`src/rtl/can_fmt_pkg.sv`:
```
// Shared definitions for the CAN-receive-to-ASCII formatter: character codes,
// FSM encoding, FIFO entry layout and the nibble-to-hex helper.
package can_fmt_pkg;

    localparam logic [7:0] ASC_S     = 8'h53;
    localparam logic [7:0] ASC_E     = 8'h45;
    localparam logic [7:0] ASC_COLON = 8'h3A;
    localparam logic [7:0] ASC_BANG  = 8'h21;
    localparam logic [7:0] ASC_CR    = 8'h0D;
    localparam logic [7:0] ASC_LF    = 8'h0A;

    typedef enum logic [3:0] {
        ST_IDLE,
        ST_TYPE,
        ST_ID,
        ST_COLON,
        ST_DHI,
        ST_DLO,
        ST_NEXT,
        ST_ABORT,
        ST_CR,
        ST_LF
    } state_t;

    typedef struct packed {
        logic        first;
        logic        last;
        logic        ide;
        logic [28:0] id;
        logic [7:0]  data;
    } entry_t;

    // Derived from the field layout so the FIFO width can never drift from it.
    localparam int ENTRY_W = $bits(entry_t);

    function automatic logic [7:0] hex2asc(input logic [3:0] nib);
        return (nib < 4'd10) ? (8'h30 + {4'h0, nib}) : (8'h37 + {4'h0, nib});
    endfunction

endpackage

```
`src/rtl/can_rx_fifo.sv`:
```
// Single-clock FIFO with registered read data, valid the cycle after a pop.
// A write while full is accepted only when a pop happens in the same cycle.
module can_rx_fifo #(
    parameter int WIDTH   = 40,
    parameter int FIFO_AW = 3
) (
    input  logic             clk,
    input  logic             rstn,
    input  logic             wr_en_i,
    input  logic [WIDTH-1:0] wr_data_i,
    input  logic             rd_en_i,
    output logic [WIDTH-1:0] rd_data_o,
    output logic             full_o,
    output logic             empty_o
);

    localparam int DEPTH = 1 << FIFO_AW;

    logic [WIDTH-1:0]  mem [DEPTH];
    logic [FIFO_AW:0]  wr_ptr_q, wr_ptr_d;
    logic [FIFO_AW:0]  rd_ptr_q, rd_ptr_d;
    logic [WIDTH-1:0]  rd_data_q;
    logic              do_rd, do_wr;

    assign empty_o = (wr_ptr_q == rd_ptr_q);
    assign full_o  = (wr_ptr_q[FIFO_AW] != rd_ptr_q[FIFO_AW]) &&
                     (wr_ptr_q[FIFO_AW-1:0] == rd_ptr_q[FIFO_AW-1:0]);
    assign do_rd   = rd_en_i && !empty_o;
    assign do_wr   = wr_en_i && (!full_o || do_rd);

    assign wr_ptr_d  = do_wr ? wr_ptr_q + 1'b1 : wr_ptr_q;
    assign rd_ptr_d  = do_rd ? rd_ptr_q + 1'b1 : rd_ptr_q;
    assign rd_data_o = rd_data_q;

    // NOTE: non-blocking assignments in clocked blocks so every register samples
    // pre-edge values regardless of statement order.
    always_ff @(posedge clk or negedge rstn) begin
        if (!rstn) begin
            wr_ptr_q  <= '0;
            rd_ptr_q  <= '0;
            rd_data_q <= '0;
        end else begin
            wr_ptr_q <= wr_ptr_d;
            rd_ptr_q <= rd_ptr_d;
            if (do_rd) begin
                rd_data_q <= mem[rd_ptr_q[FIFO_AW-1:0]];
            end
        end
    end

    // NOTE: storage has no reset; the pointers alone define which entries are valid.
    always_ff @(posedge clk) begin
        if (do_wr) begin
            mem[wr_ptr_q[FIFO_AW-1:0]] <= wr_data_i;
        end
    end

endmodule

```
`src/rtl/can_rx_hex_formatter.sv`:
```
// Turns the CAN controller's received-byte stream into one ASCII line per frame
// ("S123:0A0B\r\n") and streams it to the UART over a valid/ready interface.
module can_rx_hex_formatter
    import can_fmt_pkg::*;
#(
    parameter int FIFO_AW = 3,
    parameter int CNT_W   = 16
) (
    input  logic             rstn,
    input  logic             clk,
    input  logic             rx_valid,
    input  logic             rx_last,
    input  logic [7:0]       rx_data,
    input  logic [28:0]      rx_id,
    input  logic             rx_ide,
    output logic             o_tvalid,
    input  logic             o_tready,
    output logic [7:0]       o_tdata,
    output logic [CNT_W-1:0] drop_cnt
);

    state_t            state_q, state_d, cur, nxt;
    logic [2:0]        cnt_q, cnt_d, cnt_nxt;
    logic              abort_q, abort_d, abort_nxt;
    logic              chk_q, chk_d;
    logic              tvalid_q, tvalid_d;
    logic [7:0]        tdata_q, tdata_d;
    logic              first_flag_q;
    logic [CNT_W-1:0]  drop_q;

    logic              fifo_full, fifo_empty, pop, emit, out_free;
    logic [7:0]        chr;
    entry_t            wr_entry, entry;
    logic [31:0]       id32;
    logic [3:0]        nib;

    assign wr_entry = {first_flag_q, rx_last, rx_ide, rx_id, rx_data};

    can_rx_fifo #(
        .WIDTH   (ENTRY_W),
        .FIFO_AW (FIFO_AW)
    ) u_fifo (
        .clk       (clk),
        .rstn      (rstn),
        .wr_en_i   (rx_valid),
        .wr_data_i (wr_entry),
        .rd_en_i   (pop),
        .rd_data_o (entry),
        .full_o    (fifo_full),
        .empty_o   (fifo_empty)
    );

    assign id32     = entry.ide ? {3'b000, entry.id} : {21'd0, entry.id[10:0]};
    assign nib      = id32[{cnt_q, 2'b00} +: 4];
    assign out_free = !tvalid_q || o_tready;
    assign o_tvalid = tvalid_q;
    assign o_tdata  = tdata_q;
    assign drop_cnt = drop_q;

    // NOTE: every output of this block gets a default first, so no path infers a latch.
    always_comb begin
        state_d   = state_q;
        cnt_d     = cnt_q;
        abort_d   = abort_q;
        chk_d     = chk_q;
        tvalid_d  = tvalid_q & ~o_tready;
        tdata_d   = tdata_q;
        pop       = 1'b0;
        emit      = 1'b0;
        chr       = 8'h00;
        nxt       = state_q;
        cnt_nxt   = cnt_q;
        abort_nxt = abort_q;

        // An entry popped in NEXT becomes visible in DHI; a frame start there means
        // the previous frame was truncated, so the line is aborted instead.
        cur = (state_q == ST_DHI && chk_q && entry.first) ? ST_ABORT : state_q;

        case (cur)
            ST_IDLE: begin
                if (!fifo_empty) begin
                    pop     = 1'b1;
                    state_d = ST_TYPE;
                end
            end
            ST_TYPE: begin
                if (!entry.first) begin
                    state_d = ST_IDLE;
                end else begin
                    emit    = 1'b1;
                    chr     = entry.ide ? ASC_E : ASC_S;
                    cnt_nxt = entry.ide ? 3'd7 : 3'd2;
                    nxt     = ST_ID;
                end
            end
            ST_ID: begin
                emit    = 1'b1;
                chr     = hex2asc(nib);
                nxt     = (cnt_q == 3'd0) ? ST_COLON : ST_ID;
                cnt_nxt = cnt_q - 3'd1;
            end
            ST_COLON: begin
                emit = 1'b1;
                chr  = ASC_COLON;
                nxt  = ST_DHI;
            end
            ST_DHI: begin
                emit = 1'b1;
                chr  = hex2asc(entry.data[7:4]);
                nxt  = ST_DLO;
            end
            ST_DLO: begin
                emit = 1'b1;
                chr  = hex2asc(entry.data[3:0]);
                nxt  = entry.last ? ST_CR : ST_NEXT;
            end
            ST_NEXT: begin
                if (!fifo_empty) begin
                    pop     = 1'b1;
                    state_d = ST_DHI;
                    chk_d   = 1'b1;
                end
            end
            ST_ABORT: begin
                emit      = 1'b1;
                chr       = ASC_BANG;
                nxt       = ST_CR;
                abort_nxt = 1'b1;
            end
            ST_CR: begin
                emit = 1'b1;
                chr  = ASC_CR;
                nxt  = ST_LF;
            end
            ST_LF: begin
                emit      = 1'b1;
                chr       = ASC_LF;
                nxt       = abort_q ? ST_TYPE : ST_IDLE;
                abort_nxt = 1'b0;
            end
            default: state_d = ST_IDLE;
        endcase

        if (emit && out_free) begin
            tvalid_d = 1'b1;
            tdata_d  = chr;
            state_d  = nxt;
            cnt_d    = cnt_nxt;
            abort_d  = abort_nxt;
            chk_d    = 1'b0;
        end
    end

    always_ff @(posedge clk or negedge rstn) begin
        if (!rstn) begin
            state_q      <= ST_IDLE;
            cnt_q        <= '0;
            abort_q      <= 1'b0;
            chk_q        <= 1'b0;
            tvalid_q     <= 1'b0;
            tdata_q      <= 8'h00;
            first_flag_q <= 1'b1;
            drop_q       <= '0;
        end else begin
            state_q  <= state_d;
            cnt_q    <= cnt_d;
            abort_q  <= abort_d;
            chk_q    <= chk_d;
            tvalid_q <= tvalid_d;
            tdata_q  <= tdata_d;
            if (rx_valid) begin
                first_flag_q <= rx_last;
            end
            if (rx_valid && fifo_full && !pop && (drop_q != '1)) begin
                drop_q <= drop_q + CNT_W'(1);
            end
        end
    end

endmodule

```
`config.mk`:
```
export PLATFORM = sky130hd
export DESIGN_NAME = can_rx_hex_formatter
export DESIGN_NICKNAME = d
export VERILOG_FILES = /design/src/rtl/can_fmt_pkg.sv /design/src/rtl/can_rx_fifo.sv /design/src/rtl/can_rx_hex_formatter.sv
export SDC_FILE = /design/constraint.sdc
export NUM_CORES = 1
export LEC_CHECK = 0
export BUFFER_PORTS_ARGS = -buffer_cell sky130_fd_sc_hd__buf_4
export CAP_MARGIN = 10
export CELL_PAD_IN_SITES_DETAIL_PLACEMENT = 1
export CELL_PAD_IN_SITES_GLOBAL_PLACEMENT = 1
export CORE_UTILIZATION = 55
export CTS_BUF_LIST = sky130_fd_sc_hd__clkbuf_8
export DETAILED_ROUTE_END_ITERATION = 8
export GPL_TIMING_DRIVEN = 0
export PLACE_DENSITY_LB_ADDON = 0.08
export SYNTH_ARGS = -nofsm -noshare
export SYNTH_HDL_FRONTEND = slang
export SYNTH_HIERARCHICAL = 1
export SYNTH_SLANG_ARGS = --single-unit
```
`constraint.sdc`:
```
create_clock -name clk -period 8.5 [get_ports clk]
set_input_delay 1.275 -clock clk [delete_from_list [all_inputs] [get_ports clk]]
set_output_delay 1.275 -clock clk [all_outputs]
set_load 0.005 [all_outputs]
```
### Word level (Yosys, flattened, before mapping)

Memory sizes are Yosys's and may differ from the RTL's. A register that Yosys moved wholly into a read port is not among the register bits.
Index checks and enable logic that the tools add are counted.

| storage, ports and cells | value |
|---|---|
| flip-flop bits (word level) | 43 |
| memory bits (writable) | 320 |
| input port bits | 43 |
| output and inout bits | 25 |
| memories kept | 1 |

Memories:

| name | depth | bits a word | rd ports | clocked after memory_dff | write ports | RTL line | text |
|---|---|---|---|---|---|---|---|
| u_fifo.mem | 8 | 40 | 1 | 1 | 1 | can_rx_fifo.sv:19 | `logic [WIDTH-1:0] mem [DEPTH];` |

| cells by class | value |
|---|---|
| $add $sub $neg | 10 |
| magnitude comparators | 3 |
| eq/ne operators | 22 |
| shift operators | 1 |
| muxes and demuxes | 32 |
| bitwise logic cells | 2 |
| reductions and logical operators | 27 |

Operator list:

| kind | number |
|---|---|
| 7-bit case mux with 8 select lines | 1 |
| 6-bit by 4-bit adder with 7-bit output, first input constant | 6 |
| 4-bit case mux with 8 select lines | 1 |
| 32-bit by 6-bit variable part select with 4-bit output | 1 |
| 29-bit 2-to-1 mux | 1 |
| 4-bit 2-to-1 mux | 7 |
| 7-bit 2-to-1 mux | 4 |
| 4-bit by 3-bit == test with 1-bit output, second input constant | 5 |
| 16-bit by 1-bit adder with 16-bit output, second input constant | 1 |
| 16-bit inequality test, second input constant | 1 |
| 4-bit case mux with 4 select lines | 1 |
| 4-bit < comparator, second input constant | 3 |
| 1-bit 2-to-1 mux | 11 |
| 1-bit logical AND | 9 |
| 3-bit inequality test, second input constant | 3 |
| 9-bit by 1-bit inequality test with 1-bit output, second input constant | 1 |
| 4-bit by 1-bit adder with 4-bit output, second input constant | 2 |
| 4-bit by 2-bit == test with 1-bit output, second input constant | 2 |
| 4-bit == test, second input constant | 2 |
| 7-bit OR reduction | 1 |
| 3-bit 2-to-1 mux | 2 |
| 2-bit by 1-bit inequality test with 1-bit output, second input constant | 3 |
| 3-bit case mux with 2 select lines | 1 |
| 6-bit AND reduction | 1 |
| other kinds (18) | 27 |

### Longest topological paths before layout

Gate-level depths: netlist (run 1).

| logic depth | value |
|---|---|
| word-level depth | 12 |
| depth in mapped cells | 11 |
| mapped depth without buffers | 9 |

### By module

Netlist (run 1), hierarchy kept.

By module, submodules not included:

| module | times used | cells an instance | area an instance (µm²) |
|---|---|---|---|
| can_rx_fifo | 1 | 644 | 13923.4 |
| can_rx_hex_formatter | 1 | 295 | 2546.2 |

### Worst setup path before layout (run 1)

Ideal clock, no wire load.

| timing | value |
|---|---|
| path kind | register to register |
| start point | register u_fifo.wr_ptr_q[0] |
| end point | memory u_fifo.mem[4][0], enable pin |
| data arrival time | 5626 ps |
| required time | 7963 ps |
| setup slack | 2336 ps |
| stages on the path, launching flop included | 8 |
| buffers on the path | 1 |
| period minus slack after synthesis | 6164 ps |
| path through | dfrtp_1 -> buf_2 -> xnor2_2 -> nand3_1 -> nor2_1 -> nor4_1 -> nor2_1 -> nor4_1 |

| between the ends | value |
|---|---|
| cells in the longest elaborated chain, start to end | 8 |
| elaborated cells between the ends (all ways) | 12 |

RTL lines:

| element | RTL line | text |
|---|---|---|
| from (decl) | can_rx_fifo.sv:20 | `logic [FIFO_AW:0] wr_ptr_q, wr_ptr_d;` |
| from (signal assigned) | can_rx_fifo.sv:43 | `wr_ptr_q <= wr_ptr_d;` |
| 4-bit == test | can_rx_fifo.sv:25 | `assign empty_o = (wr_ptr_q == rd_ptr_q);` |
| named net fifo_empty | can_rx_hex_formatter.sv:31 | `logic fifo_full, fifo_empty, pop, emit, out_free;` |
| 1-bit 2-to-1 mux | can_rx_hex_formatter.sv:81, can_rx_hex_formatter.sv:118 |  |
| 1-bit 2-to-1 mux | -- |  |
| named net pop | can_rx_hex_formatter.sv:31 |  |
| 1-bit logical AND | can_rx_fifo.sv:28 | `assign do_rd = rd_en_i && !empty_o;` |
| 1-bit logical OR | can_rx_fifo.sv:29 | `assign do_wr = wr_en_i && (!full_o \|\| do_rd);` |
| 1-bit logical AND | can_rx_fifo.sv:29 |  |
| 1-bit 2-to-1 mux | can_rx_fifo.sv:53 | `if (do_wr) begin` |
| 1-bit 2-to-1 mux (implied by the code) | can_rx_fifo.sv:54 | `mem[wr_ptr_q[FIFO_AW-1:0]] <= wr_data_i;` |
| to (decl) | can_rx_fifo.sv:19 |  |

The timed path passes the listed nets, and every way through them passes these cells.

### Final worst setup path (run 1)

| timing | value |
|---|---|
| start point | register u_fifo.wr_ptr_q[0] |
| end point | memory u_fifo.mem[4][10], enable pin |

Same word-level chain as after synthesis.

==> metrics.md, run 1 <==
| Metric | Value |
|---|---|
| Status | finished clean |
| Worst Clk Skew | 0.0201 ns |
| Worst Path Max Fanout | 7 |
| Post-synth top flop | edfxtp_1 |
| PortBufs | 66 |
| WHS Path Cells | 2 |
| Leading post-synthesis cells by cell area | edfxtp_1, dfrtp_1, mux4_2 |
| RSZ-0062 raised after global routing | false |
| Vias in the first global route | 10178 |
| Warnings from Yosys | 6 |
| VDD IR-drop max | 0.000219 V |
| Via count | 9340 |
| Worst Path Required | 8.78 ns |
| Commonest cells after routing, fill and taps aside | edfxtp_1, buf_4, mux4_2 |
| Max clock buf depth | 3 |
| Latest clock arrival within the worst-skew pair | 0.58 ns |
| Die W | 175 um |
| Clock Sinks | 402 |
| CP cell instances | buf_2 > xnor2_2 > nand3_1 > nor2_1 > nor4_1 > nor2_1 > nor4_2 > buf_4 > buf_4 > buf_4 |
| Routed wl met3 | 2.17 mm |
| Area added between synthesis and finish | 16.5% |
| Gpl congestion | 0.907 |
| Leak Pwr | 7.07 nW |
| Max layer used | met4 |
| Clock power frac | 23.6% |
| Distinct cells, synth | 68 |
| WL met2 | 19.0 mm |
| Root Driver | clkbuf_8 |
| # H-tree levels | 3 |
| FF-to-FF path depth | 10 |
| Mapped Area | 16500 sq um |
| Cells after synthesis | 939 |
| Syn nets | 990 |
| Initial antenna violation count | 0 |
| Place WS | 4.38 ns |
| Crit. End Element | flop |
| Slowest cell on crit path | nor4_1 |
| Inst Count DP | 1429 |
| First-pass GRT wire length | 61.4 mm |
| Area of the multi-input gates | 4440 sq um |
| Area leader, netlist | edfxtp_1 |
| Reg area | 11700 sq um |
| Gate power share | 36.6% |
| Core Rows | 62 |
| Initial Util | 56.6% |
| Worst Slack Setup Final | 4.46 ns |
| Commonest non-fill, non-tap cell in the layout | edfxtp_1 |
| Clock buffer count from CTS | 67 |
| Post-DR vias/cell | 6.01 |
| Period Utilization, post-route | 47.5% |
| Sw Ratio | 35.3% |
| GRT Residual Overflow | 0 |
| Fin cells | 1553 |
| Overall Power | 6.91 mW |
| WP buf/inv | 4 |
| Met1 wire length | 17.6 mm |
| Wire length per cell | 25.5 um |
| Pint | 4.47 mW |
| Mean post-synth cell area | 17.5 sq um |
| Sequential element share of the synthesized area | 70.8% |
| Max-cap violations | 0 |
| Die Area | 30600 sq um |
| Worst slew pin tran | 1.10 ns |
| Post-synth EDFFs | 320 |
| DRC viols | 0 |
| Slew HR | 26.9% |
| I/O pin cnt | 68 |
| CTS Hold Bufs | 0 |
| Worst path arrival time | 4.32 ns |
| Final Critical Period | 4.04 ns |
| Layout cells sized above 1 | 28.7% |
| Top-area cell type share of the netlist area | 58.3% |
| Final Slew Violations | 0 |
| GRT Total Usage | 27.1% |
| Post-CTS Setup Inserts | 0 |
| Max Fclk | 248 MHz |
| Post-route ant nets | 0 |
| Top cell by count, worst path | buf_4 |
| Initial DRC Count | 901 |
| Post_cts resized | 0 |
| Seq pwr share | 39.8% |
| WP depth | 10 |
| Top Family by Delay on Critical Path | simple AND/OR/NAND/NOR gates |
| Finish-stage setup viols | 0 |
| Worst setup path category | reg -> reg |
| Pwr dens | 360 nW/um^2 |
| CP max stage delay | 0.91 ns |
| Switch Pwr | 2.44 mW |
| Worst setup SP type | flop |
| Synth async-reset ratio | 20.4% |
| Number of diodes | 0 |
| Die Ht | 175 um |
| Worst min-delay path class | reg -> reg |
| Final hold slack | 0.493 ns |
| Router iterations before antenna repair | 5 |
| Final wirelength | 39.7 mm |
| Clock transition at path regs | 0.06 ns |
| Core Area | 29100 sq um |
| Final Hold Violating Endpoints | 0 |
| Filler Cell Count | 2578 |
| #FFs+latches synth | 402 |
| Hpwl dp | 26.4 mm |
| Nets | 1165 |
| CTS tree | yes |
| Largest net degree at the start of global routing | 83 |
-- per-stage QoR --
step / setup TNS [ns] / area, sq um / utilization [%]
6_report: 0 / 19200 / 66.0
5_1_grt: 0 / 19200 / 66.0
4_1_cts: 0 / 19200 / 66.0
3_5_place_dp: 0 / 17900 / 61.6
3_3_place_gp: -196.29 / 17400 / 60.0
2_1_floorplan: 0 / 16500 / -
-- kinds of logic (layout without fill, tap and decap cells) --
| family | after synthesis | in the layout | synth area share [%] |
|---|---|---|---|
| muxes | 132 | 132 | 14.3 |
| other | 1 | 1 | 0.0228 |
| xor gates and xnor gates | 29 | 29 | 1.63 |
| AOI/OAI and AO/OA | 126 | 126 | 4.92 |
| adders and majority gates | 8 | 8 | 0.608 |
| and+or+nand+nor | 173 | 173 | 5.24 |
| DFF | 402 | 402 | 70.8 |
| buffers and inverters | 68 | 298 | 2.46 |
-- synthesized netlist by cell type (all sizes together) (11+ instances only) --
| cell | n |
|---|---|
| a21oi | 16 |
| nor3 | 12 |
| mux2i | 46 |
| nand2b | 11 |
| mux4 | 82 |
| nand3 | 18 |
| edfxtp | 320 |
| dfrtp | 81 |
| nor2 | 31 |
| nand2 | 62 |
| buf | 40 |
| xnor2 | 19 |
| o21ai | 62 |
| inv | 21 |
-- path summary, 6_finish.rpt --
check / slack, ns / endpoint / start
setup / recovery: 4.46 / u_fifo/mem[4][10]$_DFFE_PP_ / u_fifo/wr_ptr_q[0]$_DFFE_PN0P_
hold / removal: 0.49 / u_fifo/rd_data_o[16]$_DFFE_PN0P_ / u_fifo/rd_data_o[16]$_DFFE_PN0P_
setup reg to reg: 4.46 / u_fifo/mem[4][10]$_DFFE_PP_ / u_fifo/wr_ptr_q[0]$_DFFE_PN0P_
hold reg to reg: 0.49 / u_fifo/rd_data_o[16]$_DFFE_PN0P_ / u_fifo/rd_data_o[16]$_DFFE_PN0P_
max in group asynchronous: 6.89 / u_fifo/rd_data_o[9]$_DFFE_PN0P_ / rstn
min in group asynchronous: 0.88 / drop_cnt[14]$_DFFE_PN0P_ / rstn
-- layer usage --
metal / GRT usage (%) / vias up
met5: 0 / -
met4: 8.19 / 0
met3: 5.09 / 72
met2: 43.1 / 316
met1: 38.6 / 4892
li1: - / 4060
-- worst reg2reg max path, stage by stage (launching register included) --
cell     delay (ns)
dfrtp_1        0.39
buf_2          0.19
xnor2_2        0.17
nand3_1        0.11
nor2_1         0.10
nor4_1         0.91
nor2_1         0.27
nor4_2         0.89
buf_4          0.31
buf_4          0.20
buf_4          0.21
-- registers in the layout, indices dropped and copies added, names as in the netlist --
name and count:
cnt_q 3, u_fifo/wr_ptr_q 4, abort_q 1, u_fifo/rd_ptr_q 4
u_fifo/rd_data_o 40, o_tvalid 1, u_fifo/mem 320, state_q 4
first_flag_q 1, chk_q 1, drop_cnt 16, o_tdata 7
-- layout make-up --
type / count / share of cell area (%)
Buffer: 47 / 1.70
Clock buffer: 71 / 5.09
Clock inverter: 53 / 1.56
Inverter: 21 / 0.411
Multi-Input combinational cell: 469 / 23.1
Sequential cell: 402 / 60.8
Tap cell: 384 / 2.50
Timing Repair Buffer: 106 / 4.84
-- power groups by stage --
stage	combinational, mW	clock (mW)	sequential, mW
after global routing	2.72	1.75	2.79
after floorplan	1.72	0	2.72
after global placement	2.34	0	2.81
final	2.53	1.63	2.75
after detailed placement	2.51	0	2.78
after CTS	2.54	1.67	2.75
No activity file was read; power rests on OpenSTA's default activity.
==> run 2: changes to the inputs <==
Clock period 8.5 ns to 4.1 ns, I/O delays scaled along.
==> run 2 against run 1 <==
- first-iteration DRC count shrank 15%
- maximum frequency increased by 11%
- core utilization increased by 0.22 points
- cell area is 0.33% higher
- total power is 110% higher
- global-route usage decreased by 0.44 points
==> metrics.md, run 2 (same netlist as run 1, synthesis figures left out) <==
| Metric | Value |
|---|---|
| Worst Path Required | 4.37 ns (-4.41 ns) |
| Final Slew Violations | 0 (unchanged) |
| Die Ht | 175 um (unchanged) |
| Worst min-delay path class | in -> async |
| Core Area | 29100 sq um (unchanged) |
| Gpl congestion | 0.929 (+2.5%) |
| Worst slew pin tran | 1.10 ns (+0.00140 ns) |
| Via count | 9217 (-1.3%) |
| VDD IR-drop max | 0.000411 V (+88%) |
| CTS Hold Bufs | 0 (unchanged) |
| Final wirelength | 39.1 mm (-1.5%) |
| DRC viols | 0 (unchanged) |
| Worst path arrival time | 3.91 ns (-0.41 ns) |
| Max Fclk | 275 MHz (+11%) |
| Max reg flops | 320 (unchanged) |
| FF-to-FF path depth | 9 (-1) |
| Latest clock arrival within the worst-skew pair | 0.59 ns (about the same) |
| Initial antenna violation count | 0 (unchanged) |
| Dpl cell area | 18000 sq um (+0.22%) |
| RSZ-0062 raised after global routing | false |
| Wire length per cell | 25.4 um (-0.37%) |
| Crit. End Element | flop |
| Largest net degree at the start of global routing | 83 (unchanged) |
| Router iterations before antenna repair | 5 (unchanged) |
| Post-route ant nets | 0 (unchanged) |
| Vias in the first global route | 10059 (-1.2%) |
| Worst Clk Skew | 0.0247 ns (+0.00453 ns) |
| Crit path launch | u_fifo/wr_ptr_q[1]$_DFFE_PN0P_ |
| Slew HR | 26.9% (-0.093 points) |
| Final Hold Violating Endpoints | 0 (unchanged) |
| GRT Residual Overflow | 0 (unchanged) |
| First-pass GRT wire length | 60.1 mm (-2.1%) |
| Hpwl dp | 26.0 mm (-1.7%) |
| Commonest cells after routing, fill and taps aside | edfxtp_1, mux4_2, dfrtp_1 |
| PortBufs | 66 (unchanged) |
| Post-CTS Setup Inserts | 0 (unchanged) |
| Worst setup path category | reg -> reg |
| Final Critical Period | 3.64 ns (-0.397 ns) |
| Die Area | 30600 sq um (unchanged) |
| Area added between synthesis and finish | 16.9% |
| Die W | 175 um (unchanged) |
| I/O pin cnt | 68 (unchanged) |
| Core Rows | 62 (unchanged) |
| Place WS | 0.295 ns (-4.09 ns) |
| Worst setup SP type | flop |
| Nets | 1154 (-0.94%) |
| Worst Path Max Fanout | 9 (+2) |
| Worst R2R End | u_fifo/mem[5][8]$_DFFE_PP_ |
| Inst Count DP | 1417 (-0.84%) |
| Max-cap violations | 0 (unchanged) |
| Initial DRC Count | 763 (-15%) |
| Leak Pwr | 7.05 nW (-0.30%) |
| Reg2Reg Setup Slack | 0.46 ns (-4.00 ns) |
| Clock Sinks | 402 (unchanged) |
| Clock transition at path regs | 0.06 ns (about the same) |
| CTS tree | yes |
| Period Utilization, post-route | 88.8% (+41 points) |
| Commonest non-fill, non-tap cell in the layout | edfxtp_1 |
| FF-to-FF Start | u_fifo/wr_ptr_q[1]$_DFFE_PN0P_ |
| Worst Slack Setup Final | 0.458 ns (-4.00 ns) |
| # H-tree levels | 3 (unchanged) |
| Fin cells | 1536 (-1.1%) |
| Max clock buf depth | 3 (unchanged) |
| Number of diodes | 0 (unchanged) |
| Root Driver | clkbuf_8 |
| Filler Cell Count | 2560 (-0.70%) |
| Finish-stage setup viols | 0 (unchanged) |
| Post-DR vias/cell | 6.00 (-0.22%) |
| Pwr dens | 746 nW/um^2 (+110%) |
| Layout cells sized above 1 | 28.6% (-0.18 points) |
| Initial Util | 56.6% (unchanged) |
| Design area | 19300 sq um (+0.33%) |
| Core Util, Final | 66.2% (+0.22 points) |
| GRT Total Usage | 26.7% (-0.44 points) |
| Clock buffer count from CTS | 68 (+1.5%) |
| Overall Power | 14.4 mW (+110%) |
| Status | finished clean |
## run 2: cell count changes in the layout (fill, tap and decap cells not counted), sizes merged
| cell | previous run | this run |
|---|---|---|
| buf | 146 | 134 |
| bufinv | 2 | 1 |
| clkbuf | 78 | 82 |
| clkinv | 20 | 18 |
| clkinvlp | 1 | 0 |
| inv | 51 | 46 |
## run 2: timing repair
action | in CTS | in global routing
setup endpoints to repair | 0 | 4
gates resized for setup | 0 | 1
endpoints found under the hold margin | 0 | 0
## run 2: how the worst max path moves through the flow
stage	end	slack, ns	cells past startpoint
finish	u_fifo/mem[5][8]$_DFFE_PP_	0.46	9
global route	u_fifo/mem[5][8]$_DFFE_PP_	0.30	9
CTS	u_fifo/mem[5][8]$_DFFE_PP_	0.23	9
detailed placement	u_fifo/mem[5][8]$_DFFE_PP_	0.29	9
global placement	u_fifo/mem[5][5]$_DFFE_PP_	-4.52	7
floorplan	u_fifo/mem[5][0]$_DFFE_PP_	-0.97	7
## run 2: per-layer routing
layer	up-vias	share of wire (%)	routed length [um]	track usage, %
met5	-	0	0	0
met4	0	2.5	977	9.17
met3	80	4.7	1830	4.44
met2	303	50	19500	43.9
met1	4811	43	16800	36.6
li1	4023	-	-	-
## run 2: final cells by class
class                           instances  area, sq um  area share [%]
Sequential cell                       402        11700            60.6
Clock inverter                         44          262            1.36
Inverter                               21         78.8           0.409
Timing Repair Buffer                   94          932            4.84
Clock buffer                           75         1030            5.36
Multi-Input combinational cell        469         4480            23.3
Tap cell                              384          480            2.50
Buffer                                 47          327            1.70
## run 2: per-stage QoR
step	TNS, ns	hold WS [ns]
final	0	0.222
after global routing	0	0.223
after CTS	0	0.214
after detailed placement	0	0.477
after global placement	-832.24	0.474
after floorplan	-107.15	0.319
## run 2: where the power goes
| part | internal [mW] | switching [mW] | leakage, nW |
|---|---|---|---|
| Combinational | 2.26 | 3.02 | 2.38 |
| Clock | 1.77 | 1.60 | 0.747 |
| Sequential | 5.27 | 0.432 | 3.92 |
## run 2: critical path, stage by stage, from the launching register on
cell and delay (ns):
dfrtp_1 0.58, xnor2_1 0.20, nand3_1 0.10, nor2_1 0.13, nor4_2 0.70, nor2_1 0.27, nor3_2 0.69, buf_6 0.25
buf_6 0.17, buf_4 0.22
